## src/rtl/pclk_seq.sv

```systemverilog
// Four-phase power-clock step-charger sequencer: warm-up ramp-in, continuous RUN, ordered DRAIN.
// Codes decode combinationally from registered state; each phase enters and leaves only at a ramp boundary.
module pclk_seq #(
   parameter int STEPS = 8,
   parameter int CW    = $clog2(STEPS + 1)
) (
   input  logic            clk,
   input  logic            rst,
   input  logic            en,
   output logic [4*CW-1:0] pos_code,
   output logic [4*CW-1:0] neg_code,
   output logic            active,
   output logic            sync
);

   localparam int            SW   = (STEPS > 1) ? $clog2(STEPS) : 1;
   localparam logic [SW-1:0] LAST = SW'(STEPS - 1);
   localparam logic [CW-1:0] FULL = CW'(STEPS);

   typedef enum logic [1:0] {IDLE, RUN, DRAIN} state_t;

   state_t          state;
   logic [SW-1:0]   step;
   logic [1:0]      quad;
   logic [3:0]      live;
   logic [3:0]      live_eff;
   logic [3:0]      live_nxt;
   logic [1:0]      seg [4];
   logic [CW-1:0]   raw [4];
   logic [CW-1:0]   pos [4];

   // A phase becomes live on the very cycle its up-ramp begins, so its first code is 1, not 0.
   // Clearing at the end of every down segment is harmless in RUN because the next up-ramp re-arms it.
   always_comb begin
      live_eff = live;
      live_nxt = live;
      pos_code = '0;
      neg_code = '0;
      for (int k = 0; k < 4; k++) begin
         seg[k] = quad - 2'(k);
         raw[k] = '0;
         pos[k] = '0;
         if (state == RUN && quad == 2'(k) && step == '0)
            live_eff[k] = 1'b1;
         case (seg[k])
            2'd0:    raw[k] = CW'(step) + CW'(1);
            2'd1:    raw[k] = FULL;
            2'd2:    raw[k] = CW'(LAST - step);
            default: raw[k] = '0;
         endcase
         live_nxt[k] = live_eff[k] & ~(seg[k] == 2'd2 && step == LAST);
         pos[k] = live_eff[k] ? raw[k] : '0;
         pos_code[k*CW +: CW] = pos[k];
         neg_code[k*CW +: CW] = FULL - pos[k];
      end
   end

   assign active = (state != IDLE);
   assign sync   = (state == RUN) && (quad == 2'd0) && (step == '0);

   always_ff @(posedge clk or posedge rst) begin
      if (rst) begin
         state <= IDLE;
         step  <= '0;
         quad  <= '0;
         live  <= '0;
      end else begin
         case (state)
            IDLE: begin
               step <= '0;
               quad <= '0;
               live <= '0;
               if (en)
                  state <= RUN;
            end
            RUN, DRAIN: begin
               live <= live_nxt;
               if (step == LAST) begin
                  step <= '0;
                  quad <= quad + 2'd1;
                  if (state == RUN && quad == 2'd3 && !en)
                     state <= DRAIN;
                  if (state == DRAIN && quad == 2'd1) begin
                     state <= IDLE;
                     quad  <= '0;
                     live  <= '0;
                  end
               end else begin
                  step <= step + SW'(1);
               end
            end
            default: state <= IDLE;
         endcase
      end
   end

endmodule

```

## config.mk

```make
export PLATFORM = sky130hd
export DESIGN_NAME = pclk_seq
export DESIGN_NICKNAME = d
export VERILOG_FILES = /design/src/rtl/pclk_seq.sv
export SDC_FILE = /design/constraint.sdc
export NUM_CORES = 1
export LEC_CHECK = 0
export BUFFER_PORTS_ARGS = -buffer_cell sky130_fd_sc_hd__buf_2
export CORE_MARGIN = 2
export CORE_UTILIZATION = 35
export DETAILED_ROUTE_END_ITERATION = 12
export GPL_TIMING_DRIVEN = 0
export PLACE_DENSITY = 0.55
export SLEW_MARGIN = 20
export SYNTH_ARGS = -nofsm -noshare
export SYNTH_HDL_FRONTEND = slang
export SYNTH_SLANG_ARGS = --single-unit
```

## constraint.sdc

```tcl
create_clock -name clk -period 2.7 [get_ports clk]
set_clock_uncertainty 0.05 [all_clocks]
set_input_delay 0.405 -clock clk [delete_from_list [all_inputs] [get_ports clk]]
set_output_delay 0.405 -clock clk [all_outputs]
set_load 0.005 [all_outputs]
```

==> flow_summary.json <==
{
  "power_density_nw_per_um2": 734,
  "drive_gt1_share_pct": 39.1,
  "nFillCells": 358,
  "io_buffers": 36,
  "grt-ovfl-total": 0,
  "synth_seq_area_share_pct": 20.2,
  "vias": 1382,
  "ir_drop_mv": 0.617,
  "top_layer": "met4",
  "clockPowerShare_pct": 12.7,
  "die_area_um2": 4420,
  "synth_cells": 175,
  "hold_buffers": 0,
  "htree_num_levels": 1,
  "fp.dieH_um": 66.5,
  "synth_enable_flop_cells": 0,
  "worstMarginPinSlew_ns": 0.459,
  "slowest_delay_ns": 0.44,
  "final_area_um2": 1880,
  "cts.sinks": 11,
  "fin_crit_ns": 2.63,
  "crit_required_ns": 2.25,
  "cts_buffer_depth": 2,
  "relSlewSlack_pct": 69.3,
  "drtPass1Iterations": 4,
  "drc": 0,
  "wire_per_inst_um": 13.5,
  "dominantRegCellSynth": "dfrtp_1",
  "core-area_um2": 3720,
  "setup_viol": 0,
  "grt_max_degree": 12,
  "synth_top_area_cell": "dfrtp_1",
  "end_kind": "output port",
  "seq_power_share_pct": 19.1,
  "ios": 37,
  "synth-seq-cells": 11,
  "max_freq_mhz": 380,
  "netlist-cell-type-count": 38,
  "cap_violations": 0,
  "synthTopCellsByArea": "dfrtp_1, ha_1, inv_1",
  "place_area_um2": 1610,
  "rr_worst_depth": 6,
  "antenna_found_initial": 0,
  "route.met3.wl_um": 200,
  "cts_tree": "yes",
  "p_leak_nw": 0.916,
  "startpoint_type": "flip-flop",
  "cp.arrival_ns": 2.18,
  "clock_latency_ns": 0.24,
  "cts_buffers": 3,
  "syn_to_final_growth_pct": 37.9,
  "switchingPower_uw": 626,
  "syn_area_per_cell_um2": 7.80,
  "start_util_pct": 36.7,
  "netSwitchingFraction_pct": 45.3,
  "die_x_um": 66.5,
  "place_ws_ns": 0.0542,
  "path_clk_slew_ns": 0.06,
  "rsz0062_at_grt": "yes",
  "cts_root_buf": "clkbuf_8",
  "power_mw": 1.38,
  "cp_max_fo": 5,
  "wl_um": 3680,
  "grt_use_total_pct": 17.1,
  "slew_violations": 0,
  "grt_pass1_wl_um": 5820,
  "synth_top_area_share_pct": 20.2,
  "crit_slowest_cell": "dfrtp_2",
  "fin_crit_sh_pct": 97.5,
  "synth_nets": 197,
  "combPwrFrac_pct": 68.1,
  "initialDrtViolationCount": 64,
  "p_int_uw": 756,
  "vias_per_cell": 5.06,
  "yosysMostFrequentCell": "inv_1",
  "yosys-top-cells-count": "inv_1, ha_1, nand2_1, o21ai_0, dfrtp_1",
  "multi_input_area_um2": 1080,
  "grt_pass1_vias": 1242,
  "path_cells": "inv_2 > ha_4 > and3b_2 > a21oi_4 > or3_4 > ha_1 > xnor2_1 > buf_2",
  "wl_met2_um": 1740,
  "globalplace.congestion": 0.885,
  "status": "finished, final reports clean",
  "async_flop_share_pct": 100,
  "fp-row-count": 22,
  "hpwlAfterDp_um": 2790,
  "holdCritPathClass": "in -> async",
  "fin_nets": 248,
  "synth_area_um2": 1370,
  "antenna_cells": 0,
  "ys_warn_count": 0,
  "path_class": "reg -> out",
  "hold_violations": 0,
  "seqCellArea_um2": 279,
  "setup_ws_ns": 0.0680,
  "m1WireLength_um": 1690,
  "postRouteAntennaNets": 0
}
==> cell usage in the layout (no fill, tap or decap), types with 3 or more instances in the layout <==
| master | n |
|---|---|
| buf_2 | 37 |
| inv_1 | 17 |
| buf_4 | 15 |
| nand2_1 | 12 |
| o21ai_0 | 11 |
| ha_1 | 10 |
| nor2b_1 | 9 |
| nor2_1 | 9 |
| a22oi_1 | 8 |
| dfrtp_1 | 8 |
| nand2b_1 | 7 |
| xnor2_1 | 6 |
| a21oi_1 | 5 |
| ha_4 | 5 |
| and2_1 | 4 |
| or3_4 | 4 |
| a31oi_1 | 4 |
| ha_2 | 4 |
| buf_6 | 3 |
| inv_2 | 3 |
| nand3_1 | 3 |
| a21oi_4 | 3 |
| nor3_1 | 3 |
| clkbuf_8 | 3 |
| dfrtp_2 | 3 |
==> worst max-delay path, delay by kind of cell (launching register included) <==
family / cells / cell delay [ns]
compound gates: 1 / 0.09
buf+inv: 2 / 0.26
simple gates: 2 / 0.67
fa+ha+maj: 2 / 0.36
flops: 1 / 0.44
xor+xnor: 1 / 0.11
==> stage by stage <==
stage          std cells  hold slack (ns)  setup TNS, ns  util, %
4_1_cts              264            0.133              0     45.2
2_1_floorplan        175            0.207              0        -
3_3_place_gp         259            0.391              0     43.2
6_report             273            0.108              0     50.7
3_5_place_dp         259            0.388              0     43.2
5_1_grt              273            0.168        -0.0518     50.7
==> what timing repair did <==
item	in CTS	in global routing
setup endpoints to repair	11	9
gates cloned	0	0
setup buffers	1	9
endpoints found under the hold margin	0	0
resized for setup	12	28
pin swaps	2	9
==> registers in the layout (all words and copies together), names as in the netlist <==
signal and count:
state 2, quad 2, live 4, step 3
==> worst paths after layout <==
kind,slack (ns),from,endpoint
worst min-delay path,0.11,rst,state[0]$_DFFE_PP0P_
worst min register to register,0.48,live[3]$_DFFE_PP0P_,live[3]$_DFFE_PP0P_
worst max register to register,0.90,state[0]$_DFFE_PP0P_,state[1]$_DFFE_PP0P_
max in group asynchronous,2.15,rst,step[0]$_DFFE_PP0P_
min in group clk,0.48,live[3]$_DFFE_PP0P_,live[3]$_DFFE_PP0P_
worst max-delay path,0.07,step[0]$_DFFE_PP0P_,neg_code[10]
==> area by class of cell <==
cell class,count,share of cell area [%]
clock buffer,4,2.39
timing repair buffer,46,13.6
buffer,10,4.25
multi-input combinational,132,57.1
sequential,11,14.8
inverter,22,4.65
tap,48,3.19
==> power by group through the flow <==
stage	combinational [mW]	clock [mW]	sequential, mW
final	0.941	0.176	0.264
after global routing	1.05	0.183	0.272
after CTS	0.795	0.173	0.247
after detailed placement	0.782	0	0.247
after global placement	0.781	0	0.248
after floorplan	0.556	0	0.236
==> metal layers <==
metal  vias to the layer above  global-route usage (%)
li1                        703                       -
met1                       630                    22.9
met2                        45                    29.4
met3                         4                    1.52
met4                         0                    4.34
met5                         -                       0
==> logic make-up (layout without fill, tap and decap cells) <==
family	Yosys count	after routing	share of synthesized area, %
xor+xnor	8	8	5.13
compound gates	46	46	23.0
fa+ha+maj	19	19	17.4
mux	1	1	0.733
simple gates	58	58	22.7
buf+inv	32	82	10.8
flops	11	11	20.2
Note: power is estimated with default switching activity, not from simulation.
